**src/rtl/osu_serial_sub_pkg.sv**
```systemverilog
// osu_serial_sub_pkg: shared state encoding and counter sizing for the serial subtractor
package osu_serial_sub_pkg;

    typedef enum logic [1:0] {IDLE = 2'd0, RUN = 2'd1, DONE = 2'd2} state_t;

    function automatic int clog2(input int v);
        int r = 0;
        while ((1 << r) < v) r++;
        return r < 1 ? 1 : r;
    endfunction

endpackage

```
**src/rtl/osu_sub_bitslice.sv**
```systemverilog
// osu_sub_bitslice: combinational one-bit full subtractor (a - b - br)
module osu_sub_bitslice (
    input  logic a,
    input  logic b,
    input  logic br,
    output logic d,
    output logic br_next
);

    assign d       = a ^ b ^ br;
    assign br_next = (~a & b) | (~(a ^ b) & br);

endmodule

```
**src/rtl/osu_serial_subtractor.sv**
```systemverilog
// osu_serial_subtractor: bit-serial LSB-first A - B with valid/ready in and out.
// Define OSU_SERIAL_SUB_BORROW_IN_EN to add a BI borrow-in port for cascading.
module osu_serial_subtractor
    import osu_serial_sub_pkg::*;
#(
    parameter int WIDTH = 8
) (
    input  logic             CLK,
    input  logic             RST,
`ifdef OSU_SERIAL_SUB_BORROW_IN_EN
    input  logic             BI,
`endif
    input  logic             IN_VALID,
    output logic             IN_READY,
    input  logic [WIDTH-1:0] A,
    input  logic [WIDTH-1:0] B,
    output logic             OUT_VALID,
    input  logic             OUT_READY,
    output logic [WIDTH-1:0] D,
    output logic             BO
);

    localparam int CW = clog2(WIDTH);

    state_t           state, state_n;
    logic [WIDTH-1:0] sa, sb, d_r;
    logic [CW-1:0]    cnt;
    logic             br, bo_r, d_bit, br_next, last, bi_in;

`ifdef OSU_SERIAL_SUB_BORROW_IN_EN
    assign bi_in = BI;
`else
    assign bi_in = 1'b0;
`endif

    osu_sub_bitslice u_slice (
        .a      (sa[0]),
        .b      (sb[0]),
        .br     (br),
        .d      (d_bit),
        .br_next(br_next)
    );

    assign last = cnt == CW'(WIDTH - 1);

    always_ff @(posedge CLK) begin
        if (RST) state <= IDLE;
        else     state <= state_n;
    end

    always_comb begin
        state_n = state == IDLE ? (IN_VALID ? RUN : IDLE)
                : state == RUN  ? (last ? DONE : RUN)
                : (OUT_READY ? IDLE : DONE);
    end

    // Difference bits enter at the MSB so the LSB lands at bit 0 after WIDTH shifts.
    always_ff @(posedge CLK) begin
        if (RST) begin
            sa   <= '0;
            sb   <= '0;
            d_r  <= '0;
            bo_r <= 1'b0;
            br   <= 1'b0;
            cnt  <= '0;
        end else if (state == IDLE && IN_VALID) begin
            sa  <= A;
            sb  <= B;
            br  <= bi_in;
            cnt <= '0;
        end else if (state == RUN) begin
            d_r <= {d_bit, d_r[WIDTH-1:1]};
            sa  <= sa >> 1;
            sb  <= sb >> 1;
            br  <= br_next;
            cnt <= cnt + 1'b1;
            if (last) bo_r <= br_next;
        end
    end

    assign IN_READY  = state == IDLE;
    assign OUT_VALID = state == DONE;
    assign D         = d_r;
    assign BO        = bo_r;

endmodule

```
**config.mk**
```make
export PLATFORM = sky130hd
export DESIGN_NAME = osu_serial_subtractor
export DESIGN_NICKNAME = d
export VERILOG_FILES = /design/src/rtl/osu_serial_sub_pkg.sv /design/src/rtl/osu_sub_bitslice.sv /design/src/rtl/osu_serial_subtractor.sv
export SDC_FILE = /design/constraint.sdc
export NUM_CORES = 1
export LEC_CHECK = 0
export CAP_MARGIN = 20
export CELL_PAD_IN_SITES_DETAIL_PLACEMENT = 1
export CELL_PAD_IN_SITES_GLOBAL_PLACEMENT = 1
export CORE_ASPECT_RATIO = 0.6
export CORE_UTILIZATION = 38
export DETAILED_ROUTE_END_ITERATION = 8
export PLACE_DENSITY = 0.85
export SLEW_MARGIN = 20
export SYNTH_ARGS = -nofsm -noshare
export SYNTH_HDL_FRONTEND = slang
export SYNTH_SLANG_ARGS = --single-unit
export TNS_END_PERCENT = 30
```
**constraint.sdc**
```tcl
create_clock -name CLK -period 4.8 [get_ports CLK]
set_clock_uncertainty 0.2 [all_clocks]
set_input_delay 0.96 -clock CLK [delete_from_list [all_inputs] [get_ports CLK]]
set_output_delay 0.96 -clock CLK [all_outputs]
set_load 0.03 [all_outputs]
```
* Word-level counts from Yosys, hierarchy flattened
Index checks and enable logic that the tools add are counted.
W data, S select, Z words.
** Word-level totals
- Memories :: 0
- Register bits after elaboration :: 31
- Bits in writable memories :: 0
- Bits in read-only memories :: 0
- Latch bits :: 0
- Bits of input ports :: 20
** Cells by class
- Bitwise gates (word level) :: 8
- $mul :: 0
- Magnitude comparators :: 0
- $add $sub $neg :: 1
- Mux-type cells :: 9
- Divide/modulo/power cells :: 0
- Eq/ne operators :: 3
- Reduce and logical (&&, ||, !) cells :: 6
- Shifts and indexed selects :: 0
** Operator list (count)
- $mux W8 :: 4
- $mux W2 :: 4
- $add A3 B1 Y3 const B :: 1
- $eq A3 B3 Y1 const B :: 1
- $not A1 Y1 :: 3
- $reduce_and A3 Y1 :: 1
- $and A1 B1 Y1 :: 2
- $eq A2 B1 Y1 const B :: 1
- $eq A2 B2 Y1 const B :: 1
- $logic_not A2 Y1 :: 1
- $reduce_and A2 Y1 :: 1
- $reduce_bool A2 Y1 :: 1
- $reduce_or A2 Y1 :: 1
- $xor A1 B1 Y1 :: 2
- $logic_and A1 B1 Y1 :: 1
- $mux W1 :: 1
- $or A1 B1 Y1 :: 1

* Logic depth before layout (Yosys ltp)
Gate-level depths: netlist of the first run.
- Depth in word-level cells :: 4
- Mapped depth :: 6
- Depth with buffers taken out :: 4

* By module
From an unflattened synthesis of the first run, not the netlist that was laid out.
** Unflattened totals
- Cell total of the unflattened synthesis :: 162
- Area total of the unflattened synthesis :: 1362.6 um^2
** Modules (own cells, without submodules)
- osu_serial_subtractor :: cells an instance 158, area each 1331.3 um^2, times used 1
- osu_sub_bitslice :: cells an instance 4, area each 31.3 um^2, times used 1

* Least setup slack after synthesis of the first run
No wires, ideal clock.
- Path kind :: register to output
- Start :: register state[1]
- End :: output port OUT_VALID
- Stages on the path, launching flop included :: 3
- Slack :: 2.689 ns
- Required time :: 3.640 ns
- Arrival time :: 0.951 ns
- Buffers on the path :: 0
- Path through :: dfxtp_1 inv_1 nor2_1
** On the way
- Word-level cells in the longest chain between the ends :: 1
** RTL lines
- start, declared :: RTL line osu_serial_subtractor.sv:25 : state_t state, state_n;
- start signal, assigned :: RTL line osu_serial_subtractor.sv:48 : else state <= state_n;
- $eq A2 B2 Y1 :: RTL line osu_serial_subtractor.sv:82 : assign OUT_VALID = state == DONE;
- end, declared :: RTL line osu_serial_subtractor.sv:17 : output logic OUT_VALID,
No other way between the ends.

* Final worst setup path of the first run
Same ends and word-level chain as after synthesis.

==> flow_metrics.tcl, run 1 <==
set metrics [dict create \
    outcome "completed" \
    worstMarginPinSlew_ps 746 \
    fillCellCount 397 \
    vias 1160 \
    first_global_vias 1127 \
    drc 0 \
    antenna_found_initial 0 \
    clock_latency_ps 290 \
    htree_levels 2 \
    ys_seq_elements 31 \
    synth_area_um2 1330 \
    static-leakage-power_nw 0.613 \
    fin_crit_sh_pct 61.9 \
    synth_area_per_cell_um2 8.56 \
    worstPathArrival_ps 1810 \
    combPwrFrac_pct 13.1 \
    seq_area_um2 621 \
    nets 203 \
    die_area_um2 3740 \
    die_x_um 78.3 \
    grt_remaining_overflow 0 \
    yosysSeqAreaShare_pct 46.8 \
    core_um2 3280 \
    whs_path_depth 2 \
    yosysWarnings 0 \
    clockRootBuffer "clkbuf_8" \
    finalSetupViolations 0 \
    place.gp.congestion 0.713 \
    postPlaceCellArea_um2 1610 \
    finalHoldViolations 0 \
    path_clk_slew_ps 70 \
    yosysTopAreaCell "dfxtp_1" \
    ys_top_cells_by_area "dfxtp_1 47%, nand2_1 8.5%, a21oi_1 7.9%, a211oi_1 7.4%, nor2_1 5.4%" \
    cts_num_sinks 31 \
    clock_path_buffers 2 \
    area_growth_pct 29.9 \
    drv_slew 0 \
    endpoint_kind "primary output" \
    hold_path.class "reg2reg" \
    grt_pass1_wl_um 5210 \
    final.min_clock_period_ps 2970 \
    crit_type "reg2out" \
    start_util_pct 40.4 \
    die_h_um 47.8 \
    netlist_top_cells_count "31 x dfxtp_1, 30 x nand2_1, 21 x a21oi_1" \
    via_per_inst 5.13 \
    switching_share_pct 25.0 \
    cts_tree "built" \
    multi_input_area_um2 618 \
    routed_wirelength_um 3400 \
    p_int_w 0.000479 \
    r2r.worst_path.cells 3 \
    yosysMostFrequentCell "dfxtp_1" \
    setup_tns_ps 0 \
    cts_buffers 5 \
    hold_end "D[0]$_SDFFE_PP0P_" \
    irDropWorstVdd_mv 0.145 \
    required_ps 3640 \
    ios 31 \
    final_area_um2 1720 \
    portBuffers 30 \
    hpwl_um 2300 \
    drt_iter0_drc 49 \
    cts_hold_buffers 0 \
    p_clk_share_pct 42.4 \
    synth_nets 178 \
    synth_top_area_share_pct 46.8 \
    max_freq_mhz 337 \
    pwr_density_cell_nw_per_um2 370 \
    drtAntennaViolNets 0 \
    crit_fanout 7 \
    min-delay-start "D[0]$_SDFFE_PP0P_" \
    n_antenna_cell 0 \
    post_cts_buffers 0 \
    syn_inst 155 \
    grt_usage_pct 19.2 \
    rrSetupSlack_ps 2870 \
    grt_max_degree 32 \
    dr.pass1.iters 4 \
    synthFlopType "dfxtp_1" \
    rows 16 \
    relSlewSlack_pct 50.3 \
    route.detailed.wl_per_inst_um 15.1 \
    drive_gt1_share_pct 7.18 \
    pwr-share-seq_pct 44.5 \
    synth_cell_types 28 \
    ctsResizeCount 0 \
    p_switching_w 0.000159 \
    synth_edf_count 0 \
    r2r_end "sa[5]$_SDFFE_PP0P_" \
    async_flop_share_pct 0 \
    cp-start-kind "flip-flop" \
    maxCapViolations 0 \
    rsz0062_at_grt "false" \
    crit-reg2reg-launch "state[1]$_SDFF_PP0_" \
]
## layer usage
metal	vias to the layer above	wire length, um	GRT usage [%]
met3	5	146	5.71
li1	579	-	-
met1	544	1620	22.9
met5	-	0	0
met2	32	1590	33.5
met4	0	42	8.89
## registers in the layout, summed over array words and instances, names as in the netlist
signal and cells:
D 8, sa 8, sb 8, cnt 3, state 2, BO 1, br 1
## power by group through the flow
stage / clock [W] / sequential, W / combinational [W]
2_1_floorplan: 0 / 0.000287 / 0.0000581
3_3_place_gp: 0 / 0.000288 / 0.0000789
5_1_grt: 0.000283 / 0.000286 / 0.0000914
4_1_cts: 0.000272 / 0.000284 / 0.0000840
6_report: 0.000270 / 0.000284 / 0.0000837
3_5_place_dp: 0 / 0.000289 / 0.0000833
## worst max-delay path by stage
stage | from | end | depth (start not counted)
2_1_floorplan | state[1]$_SDFF_PP0_ | OUT_VALID | 2
3_3_place_gp | IN_VALID | sb[4]$_SDFFE_PP0P_ | 4
3_5_place_dp | IN_VALID | sb[4]$_SDFFE_PP0P_ | 4
4_1_cts | state[1]$_SDFF_PP0_ | OUT_VALID | 3
5_1_grt | state[1]$_SDFF_PP0_ | OUT_VALID | 3
6_report | state[1]$_SDFF_PP0_ | OUT_VALID | 3
## worst max-delay path, stage by stage (launching register included)
cell	delay [ps]
dfxtp_1	530
inv_1	190
nor2_1	120
clkdlybuf4s50_1	680
## layout by cell type (no fill, tap or decap), types with 2 or more instances in the layout
cell and n:
mux2i_1 2, a21oi_1 21, nand3_1 2, inv_1 4
clkbuf_8 6, a211oi_1 13, nor3_1 3, nand2_1 30
dfxtp_1 31, clkdlybuf4s50_1 29, o22ai_1 3, ha_1 2
nor2_1 19
## kinds of logic (layout without fill, tap and decap cells)
family,count (synthesis),in the layout,synth area share (%)
simple gates,59,59,19.3
xor+xnor,1,1,0.660
compound gates,43,43,21.1
mux,2,2,1.51
buf+inv,16,42,7.17
fa+ha+maj,3,3,3.40
flops,31,31,46.8
## metrics by stage
stage	setup slack [ps]	total power, W	util, %	hold WS [ps]	std cells
4_1_cts	1870	0.000640	52.5	263	226
3_3_place_gp	2050	0.000367	48.9	243	218
5_1_grt	1740	0.000660	52.5	285	226
6_report	1830	0.000638	52.5	262	226
3_5_place_dp	1990	0.000372	48.9	254	218
2_1_floorplan	2690	0.000345	-	237	155
## layout make-up
type / instances / area share, %
Tap cell: 45 / 3.27
Inverter: 4 / 0.871
Multi-Input combinational cell: 108 / 35.9
Clock inverter: 2 / 2.03
Sequential cell: 31 / 36.0
Timing Repair Buffer: 30 / 17.1
Clock buffer: 6 / 4.79
Power figures use the tool's default switching activity.
==> run 2, diff against run 1 <==
CORE_UTILIZATION = 36   (was 38)
PLACE_DENSITY = 0.81   (was 0.85)
clock period = 3 ns   (was 4.8 ns; I/O delays follow)
==> flow_metrics.tcl, run 2 (synthesis results as in run 1) <==
set metrics [dict create \
    portBuffers 30 \
    endpoint_kind "primary output" \
    dr.pass1.iters 4 \
    drc 0 \
    cts_buffers 5 \
    finish.utilization_pct 51.1 \
    ctsResizeCount 0 \
    switching_share_pct 25.3 \
    p_clk_share_pct 37.5 \
    drive_gt1_share_pct 7.61 \
    pwr_density_cell_nw_per_um2 550 \
    core_um2 3380 \
    layout_common_cells "31 x dfxtp_1, 30 x nand2_1, 30 x clkdlybuf4s50_1" \
    rows 16 \
    irDropWorstVdd_mv 0.277 \
    cts_tree "built" \
    grt_usage_pct 19.4 \
    path_clk_slew_ps 60 \
    hpwl_um 2450 \
    p_int_w 0.000710 \
    fin_crit_sh_pct 83.4 \
    relSlewSlack_pct 48.3 \
    crit_type "reg2out" \
    drv_slew 0 \
    max_freq_mhz 399 \
    htree_levels 2 \
    die_area_um2 3940 \
    clock_path_buffers 2 \
    maxCapViolations 0 \
    worst_slack_ps 497 \
    clock_latency_ps 280 \
    path_cells "inv_1 > nor2_1 > clkdlybuf4s50_1" \
    routed_wirelength_um 3470 \
    grt_pass1_wl_um 5690 \
    start_util_pct 39.2 \
    cts_num_sinks 31 \
    dp_slack_ps 588 \
    static-leakage-power_nw 0.616 \
    cp_slowest_cell "clkdlybuf4s50_1" \
    crit_buf_inv 2 \
    pwr-share-seq_pct 47.7 \
    max_stage_delay_ps 670 \
    post_cts_buffers 0 \
    setup_tns_ps 0 \
    clockRootBuffer "clkbuf_8" \
    cts_hold_buffers 0 \
    mostFrequentLayoutCell "dfxtp_1" \
    die_x_um 80.4 \
    vias 1164 \
    final.min_clock_period_ps 2500 \
    drtAntennaViolNets 0 \
    seq_area_um2 621 \
    crit_family "buffers and inverters" \
    rsz0062_at_grt "false" \
    area_growth_pct 30.3 \
    hold_path.class "reg2reg" \
    required_ps 2200 \
    n_antenna_cell 0 \
    grt_remaining_overflow 0 \
    multi_input_area_um2 613 \
    grt_max_degree 23 \
    drt_iter0_drc 37 \
    p_total_w 0.000950 \
    crit_fanout 7 \
    finalSetupViolations 0 \
    worstPathArrival_ps 1700 \
    outcome "completed" \
    finalHoldViolations 0 \
    via_per_inst 5.08 \
    place.gp.congestion 0.834 \
    first_global_vias 1173 \
    route.detailed.wl_per_inst_um 15.2 \
    fillCellCount 412 \
    worstMarginPinSlew_ps 775 \
    combPwrFrac_pct 14.7 \
    nets 206 \
    p_switching_w 0.000241 \
    antenna_found_initial 0 \
    die_h_um 49.0 \
    ios 31 \
    cp-start-kind "flip-flop" \
]
run 2: path summary, 6_finish.rpt:
| kind | slack, ps | end | start | cells after the start |
|---|---|---|---|---|
| setup / recovery | 500 | OUT_VALID | state[1]$_SDFF_PP0_ | 3 |
| hold / removal | 260 | sb[2]$_SDFFE_PP0P_ | sb[3]$_SDFFE_PP0P_ | 2 |
| setup reg to reg | 910 | br$_SDFFE_PP0P_ | state[0]$_SDFF_PP0_ | 4 |
| hold reg to reg | 260 | sb[2]$_SDFFE_PP0P_ | sb[3]$_SDFFE_PP0P_ | 2 |
run 2: power by group through the flow:
stage / combinational (W) / sequential, W / clock (W)
2_1_floorplan: 0.0000929 / 0.000459 / 0
3_3_place_gp: 0.000131 / 0.000461 / 0
3_5_place_dp: 0.000140 / 0.000462 / 0
4_1_cts: 0.000141 / 0.000454 / 0.000365
5_1_grt: 0.000154 / 0.000457 / 0.000388
6_report: 0.000140 / 0.000454 / 0.000357
run 2: final cells by class:
| cell class | count | area share, % |
|---|---|---|
| Sequential cell | 31 | 35.9 |
| Multi-Input combinational cell | 108 | 35.5 |
| Timing Repair Buffer | 33 | 18.7 |
| Clock buffer | 8 | 5.79 |
| Tap cell | 45 | 3.26 |
| Inverter | 4 | 0.869 |
run 2: metal layers:
layer  share of wire, %  global-route usage (%)  vias up
met5                  0                       0        -
met4                1.4                    7.44        0
met3                3.9                    6.36        6
met2                 47                    31.4       23
met1                 48                    24.0      546
li1                   -                       -      589
run 2: per-stage QoR:
| stage | hold slack [ps] | instance area, um2 | std cells |
|---|---|---|---|
| floorplan | 237 | 1330 | 155 |
| finish | 264 | 1730 | 229 |
| global placement | 247 | 1630 | 221 |
| detailed placement | 258 | 1630 | 221 |
| global route | 290 | 1730 | 229 |
| CTS | 267 | 1730 | 229 |
run 2: tightest hold or removal path: cells and delay by family, from the launching register on:
kind,cells,cell delay [ps]
and+or+nand+nor,1,50
DFF,1,310
AOI/OAI and AO/OA,1,60
==> run 3, diff against run 2 <==
CORE_UTILIZATION = 32   (was 36)
PLACE_DENSITY = 0.76   (was 0.81)
clock period = 2.2 ns   (was 3 ns; I/O delays follow)
==> flow_metrics.tcl, run 3 (synthesis results as in run 1) <==
set metrics [dict create \
    stdcell_count 235 \
    setup_tns_ps 0 \
    portBuffers 30 \
    hold_path.class "reg2reg" \
    grt_usage_pct 16.8 \
    crit_buf_inv 1 \
    dr.pass1.iters 4 \
    crit_type "reg2out" \
    core_um2 3810 \
    cp-start-kind "flip-flop" \
    final.min_clock_period_ps 1950 \
    cts_buffers 5 \
    clock_path_buffers 2 \
    grt_remaining_overflow 0 \
    drt_iter0_drc 55 \
    worstPathArrival_ps 1310 \
    vias 1203 \
    mostFrequentLayoutCell "dfxtp_1" \
    final_area_um2 1770 \
    grt_pass1_wl_um 5620 \
    first_global_vias 1211 \
    outcome "completed" \
    relSlewSlack_pct 49.3 \
    start_util_pct 34.8 \
    die_area_um2 4410 \
    hpwl_um 2390 \
    cts_hold_buffers 0 \
    max_stage_delay_ps 680 \
    nets 210 \
    htree_levels 2 \
    worstMarginPinSlew_ps 760 \
    via_per_inst 5.12 \
    n_antenna_cell 0 \
    route.detailed.wl_per_inst_um 14.3 \
    cp_slowest_cell "clkdlybuf4s50_1" \
    drv_slew 0 \
    post_cts_buffers 0 \
    pwr_density_cell_nw_per_um2 704 \
    static-leakage-power_nw 0.658 \
    rsz0062_at_grt "false" \
    required_ps 1560 \
    endpoint_kind "primary output" \
    place_inst 227 \
    layout_common_cells "31 x dfxtp_1, 30 x nand2_1, 28 x clkdlybuf4s50_1" \
    postPlaceCellArea_um2 1690 \
    path_cells "clkdlybuf4s50_1" \
    maxCapViolations 0 \
    die_x_um 85.1 \
    ios 31 \
    max_freq_mhz 512 \
    fin_crit_sh_pct 88.8 \
    die_h_um 51.9 \
    irDropWorstVdd_mv 0.237 \
    finalHoldViolations 0 \
    crit_family "buffers and inverters" \
    drc 0 \
    routed_wirelength_um 3360 \
    cts_num_sinks 31 \
    rows 17 \
    cts_tree "built" \
    path_clk_slew_ps 60 \
    clock_latency_ps 280 \
    crit_fanout 3 \
    grt_max_degree 23 \
    place.gp.congestion 0.789 \
    clockRootBuffer "clkbuf_8" \
    area_growth_pct 33.5 \
    antenna_found_initial 0 \
    drtAntennaViolNets 0 \
    finalSetupViolations 0 \
    drive_gt1_share_pct 10.1 \
]
[run 3: area by class of cell]
type                       instances  area [um2]
fill                             444        2040
sequential                        31         621
multi-input combinational        108         613
timing repair buffer              37         379
clock buffer                       5        68.8
tap                               47        58.8
clock inverter                     3        15.0
inverter                           4        15.0
[run 3: what timing repair did]
item,4_1_cts,5_1_grt
resized for setup,1,1
endpoints found under the setup margin,1,1
pin swaps,0,0
[run 3: routing by layer]
layer  up-vias  track usage (%)  routed length (um)
li1        594                -                   -
met1       580             20.9                1630
met2        24             28.1                1540
met3         5             5.56                 163
met4         0             5.08                  27
met5         -                0                   0
[run 3: final timing paths]
kind / endpoint / slack [ps] / from / cells past startpoint
hold reg to reg: sa[1]$_SDFFE_PP0P_ / 260 / sa[2]$_SDFFE_PP0P_ / 2
setup / recovery: D[7] / 250 / D[7]$_SDFFE_PP0P_ / 1
setup reg to reg: sa[3]$_SDFFE_PP0P_ / 300 / state[0]$_SDFF_PP0_ / 3
hold / removal: sa[1]$_SDFFE_PP0P_ / 260 / sa[2]$_SDFFE_PP0P_ / 2
[run 3: worst reg2reg max path: cells and delay by family (launching register included)]
kind | cells | cell delay, ps
compound gates | 2 | 490
flops | 1 | 410
simple gates | 1 | 700
[run 3: report_power, final]
group	internal [W]	total [W]	switching, W
logic	0.0000979	0.000200	0.000102
clock network	0.000216	0.000427	0.000211
registers	0.000595	0.000619	0.0000237
[run 3: per-stage QoR]
step / hold WS (ps) / total power, W / setup WS (ps) / util [%]
2_1_floorplan: 237 / 0.000752 / 609 / -
3_3_place_gp: 244 / 0.000822 / 228 / 44.3
3_5_place_dp: 250 / 0.000833 / 97.0 / 44.3
4_1_cts: 260 / 0.00126 / 11.2 / 46.4
5_1_grt: 286 / 0.00131 / 165 / 46.5
6_report: 259 / 0.00125 / 246 / 46.5
